$ cat src/rtl/fetch_pair_queue.sv
// Dual-issue instruction queue between fetch and dual decode.
// Accepts up to two words per cycle and presents the two oldest entries as decode slots 1 and 2.
module fetch_pair_queue #(
    parameter int unsigned DEPTH = 8,
    parameter logic [31:0] NOP   = 32'h00000013
) (
    input  logic                       clk,
    input  logic                       rst,
    input  logic                       FetchValidF,
    input  logic                       InstrValidF2,
    input  logic [31:0]                InstrF1,
    input  logic [31:0]                InstrF2,
    input  logic [31:0]                PCF,
    output logic                       FetchReadyF,
    input  logic                       StallD,
    input  logic                       StallPipeline2,
    input  logic                       FlushD,
    output logic [31:0]                InstrD1,
    output logic [31:0]                InstrD2,
    output logic [31:0]                PCD1,
    output logic [31:0]                PCD2,
    output logic                       ValidD1,
    output logic                       ValidD2,
    output logic [$clog2(DEPTH):0]     CountQ
);

    localparam int unsigned AW = $clog2(DEPTH);
    localparam int unsigned CW = AW + 1;
    localparam logic [CW-1:0] READY_MAX = CW'(DEPTH - 2);

    logic [31:0]   instr_q [DEPTH];
    logic [31:0]   instr_d [DEPTH];
    logic [31:0]   pc_q    [DEPTH];
    logic [31:0]   pc_d    [DEPTH];
    logic [AW-1:0] head_q, head_d;
    logic [AW-1:0] tail_q, tail_d;
    logic [CW-1:0] count_q, count_d;

    logic          fetch_ready;
    logic          push;
    logic [AW-1:0] tail_p1;
    logic [AW-1:0] head_p1;
    logic [CW-1:0] push_n;
    logic [CW-1:0] pop_req;
    logic [CW-1:0] pop_n;

    assign fetch_ready = (count_q <= READY_MAX);
    assign push        = FetchValidF && fetch_ready && !FlushD;
    assign tail_p1     = tail_q + AW'(1);
    assign head_p1     = head_q + AW'(1);

    always_comb begin
        push_n = '0;
        if (push) begin
            push_n = InstrValidF2 ? CW'(2) : CW'(1);
        end

        if (StallD) begin
            pop_req = '0;
        end else if (StallPipeline2) begin
            pop_req = CW'(1);
        end else begin
            pop_req = CW'(2);
        end
        // pop is bounded by occupancy before this cycle's push
        pop_n = (pop_req > count_q) ? count_q : pop_req;
    end

    always_comb begin
        instr_d = instr_q;
        pc_d    = pc_q;
        if (push) begin
            instr_d[tail_q] = InstrF1;
            pc_d[tail_q]    = PCF;
            if (InstrValidF2) begin
                instr_d[tail_p1] = InstrF2;
                pc_d[tail_p1]    = PCF + 32'd4;
            end
        end
    end

    always_comb begin
        if (FlushD) begin
            head_d  = '0;
            tail_d  = '0;
            count_d = '0;
        end else begin
            head_d  = head_q + AW'(pop_n);
            tail_d  = tail_q + AW'(push_n);
            count_d = count_q + push_n - pop_n;
        end
    end

    always_ff @(posedge clk) begin
        if (rst) begin
            head_q  <= '0;
            tail_q  <= '0;
            count_q <= '0;
        end else begin
            head_q  <= head_d;
            tail_q  <= tail_d;
            count_q <= count_d;
        end
    end

    // storage needs no reset; occupancy gates visibility
    always_ff @(posedge clk) begin
        instr_q <= instr_d;
        pc_q    <= pc_d;
    end

    always_comb begin
        ValidD1     = (count_q != '0);
        ValidD2     = (count_q > CW'(1));
        InstrD1     = ValidD1 ? instr_q[head_q]  : NOP;
        PCD1        = ValidD1 ? pc_q[head_q]     : 32'd0;
        InstrD2     = ValidD2 ? instr_q[head_p1] : NOP;
        PCD2        = ValidD2 ? pc_q[head_p1]    : 32'd0;
        FetchReadyF = fetch_ready;
        CountQ      = count_q;
    end

endmodule
$ cat config.mk
export PLATFORM = sky130hd
export DESIGN_NAME = fetch_pair_queue
export DESIGN_NICKNAME = d
export VERILOG_FILES = /design/src/rtl/fetch_pair_queue.sv
export SDC_FILE = /design/constraint.sdc
export NUM_CORES = 2
export LEC_CHECK = 0
export BUFFER_PORTS_ARGS = -buffer_cell sky130_fd_sc_hd__buf_2
export CAP_MARGIN = 25
export CORE_MARGIN = 1
export CORE_UTILIZATION = 60
export CTS_CLUSTER_DIAMETER = 200
export DETAILED_ROUTE_END_ITERATION = 6
export GPL_ROUTABILITY_DRIVEN = 0
export HOLD_SLACK_MARGIN = 0.03
export PLACE_DENSITY = 0.77
export SYNTH_ARGS = -nofsm -noshare
export SYNTH_HDL_FRONTEND = slang
export SYNTH_SLANG_ARGS = --single-unit
$ cat constraint.sdc
create_clock -name clk -period 17.9 [get_ports clk]
set_input_delay 0 -clock clk [delete_from_list [all_inputs] [get_ports clk]]
set_output_delay 0 -clock clk [all_outputs]
set_load 0.005 [all_outputs]
==> metrics.cfg <==
[synth]
synth_top_family_by_area=multiplexers
synth_cell_type_count=50
synth_top_cells_by_area=edfxtp_1 (44%), mux4_2 (17%), nand2_1 (7.9%)
synth_top_area_cell=edfxtp_1
ys_seq_elements=522
syn_inst=3504
seq_area_frac_synth=0.448
yosys.area_share.simple=0.159
synth_mux_area_frac=0.192
ys.flop_type=edfxtp_1
yosys_warnings=0
avgSynthCellArea_sq_um=9.91
synth_edf_count=512
synthXorXnorAreaFrac=0.00479
synthAdderAreaFrac=0.00735
netlist.area_leader.share=0.443
syn-num-nets=3625
synth_compound_area_frac=0.139
async_flop_share=0
synth_area_sq_mm=0.0347

[pwr]
intPower_mw=2.71
powerDensity_mw_per_mm2=105
clkPwrFrac=0.277
power.leakage_nw=13.6
switchingPower_mw=1.40
sw_frac_of_total=0.341
power.share.combinational=0.317
sequentialPowerShare=0.406
vdd_drop_max_v=0.000104

[worst_setup_path]
worst_ep_required_time_ns=17.90
end_kind=primary output
crit_fanout=45
worstReg2RegStart=tail_q[1]
startpoint_type=flop
arrival_ns=5.27
critPathLaunch=head_q[1]
crit_type=reg2out

[global_route]
antenna_found_initial=6
use_met1=0.544
grtUsageMet2=0.625
grt_pass1_vias=32213
grt_overflow=0
grt_first_pass_wirelength_um=191000
met3_usage=0.134
grt_most_used_layer=met2
grt_max_degree=198
grt_usage=0.424

[job]
max-cap-violations=0

[status]
status=finished, violations left
violations=DRC

[floorplanning]
coreArea_sq_mm=0.0568
start_util=0.611
dieHeight_um=243
die_x_um=243
io_pins=238
die_area_sq_mm=0.0589
rows=87

[sta]
relSlewSlack=0.129
rsz0062_at_grt=false
finClkSkew_ns=0.0234
fin_crit_ns=5.27
period_share=0.295
hold_violations=0
clock.fmax_mhz=190
setup_viol=0
maxSlewViolCount=0
tns_ns=0
worst_pin_slew_ns=1.31
setup_slack_ns=12.63

[final_layout]
layout.nets=3718
fin_util=0.689
final_cell_mix=nand2_1 (731), edfxtp_1 (512), nor2_1 (473)
drive_gt1_frac=0.199
syn_to_final_growth_pct=12.7
layout_commonest_cell=nand2_1

[clocking]
cts.sinks=522
clkTransAtPathRegs_ns=0.07
cts-root-buf=clkbuf_16
cts_tree=built
clkLatencyLatePin_ns=0.65
post_cts_buffers=0
clock_path_buffers=3
h-tree-depth=2
numCtsBuffers=56

[placement]
dp_hpwl_um=68700
port_buffers=237
place_ws_ns=13.33

[routing]
routed_wl_um=127000
firstDrtPassIters=7
post_drt_wl_per_cell_um=28.8
antenna_left=0
avgViaCountPerCell=7.56
num_vias=33238
drc_errors=1
initialDrtViolationCount=5961

[min_path]
hold_class=in2reg
holdCritStartpoint=StallPipeline2

## synth_stat cells (2+ instances only)
cell type,count
fa_1,4
edfxtp_1,512
nor4_1,4
nand3_2,2
ha_1,14
or2_2,2
a211oi_1,34
buf_2,78
nor3_1,53
clkbuf_2,30
or4_1,3
clkbuf_1,274
and4_1,3
nand2b_1,3
nor4_4,2
and2_1,10
nor3b_1,3
and3_1,18
o22ai_1,171
a221oi_1,8
xnor2_1,11
nand3_1,29
a21oi_1,253
nand3b_1,2
xor2_1,8
or3_1,6
mux2i_1,66
clkinv_1,2
dfxtp_1,10
mux4_2,256
a31oi_1,272
nor2b_1,2
o221a_2,8
nor4_2,2
nor2_1,475
inv_1,20
o22ai_2,6
o21ai_0,51
mux2_2,22
nand2_1,733
nand4_1,13
buf_1,21
## routing by layer
metal | share of wire | wire (um) | vias up
li1 | - | - | 13292
met1 | 0.31 | 39500 | 15506
met2 | 0.44 | 55500 | 3631
met3 | 0.18 | 23000 | 803
met4 | 0.069 | 8800 | 6
met5 | 0.00032 | 41 | -
## per-stage QoR
stage | hold slack, ns | instances | power, mW | cell area, sq um
final | 0.0819 | 4399 | 4.11 | 39100
after global routing | 0.130 | 4396 | 4.22 | 39100
after CTS | 0.0509 | 4384 | 4.04 | 39000
after detailed placement | 0.405 | 4156 | 2.90 | 36000
after global placement | 0.394 | 4154 | 2.85 | 36000
after floorplan | 0.221 | 3504 | 2.49 | 34700
## final timing paths
| check | end | cells past startpoint | slack, ns |
|---|---|---|---|
| worst min-delay path | head_q[0] | 5 | 0.08 |
| worst max-delay path | InstrD2[12] | 7 | 12.63 |
| worst max register to register | instr_q[92] | 7 | 13.71 |
| worst min register to register | pc_q[160] | 1 | 0.61 |
## what timing repair did
item | 4_1_cts | 5_1_grt
endpoints found under the hold margin | 508 | 8
gates resized for setup | 0 | 0
hold buffers | 130 | 1
## power by group through the flow
stage                     combinational (mW)  clock, mW  sequential, mW
after detailed placement                1.21          0            1.69
final                                   1.30       1.14            1.67
after floorplan                        0.774          0            1.71
after global routing                    1.37       1.17            1.68
after CTS                               1.25       1.13            1.66
after global placement                  1.18          0            1.67
## flip-flops by register name (all words and copies together), names as in the netlist
register / cells
head_q: 3
pc_q: 256
instr_q: 256
tail_q: 3
CountQ: 4
## kinds of logic (layout without fill, tap and decap cells)
logic type	Yosys count	after routing
xor+xnor	19	19
fa+ha+maj	18	18
mux	344	344
compound gates	807	807
simple gates	1369	1369
buf+inv	425	558
other cells	0	6
flops	522	522
## final cells by class
type | count | area, sq um
tap | 756 | 946
antenna | 6 | 15.0
clock buffer | 75 | 1540
sequential | 522 | 15600
multi-input combinational | 2557 | 17700
inverter | 22 | 82.6
timing repair buffer | 438 | 3130
clock inverter | 23 | 160
fill | 4111 | 17700
## critical path, cell delays in order, from the launching register on
cell,delay [ns]
dfxtp_4,0.74
ha_4,0.85
buf_4,0.91
buf_4,0.88
mux4_2,0.65
nand2_1,0.10
a21oi_1,0.12
buf_2,0.20
No activity file was read; power rests on OpenSTA's default activity.
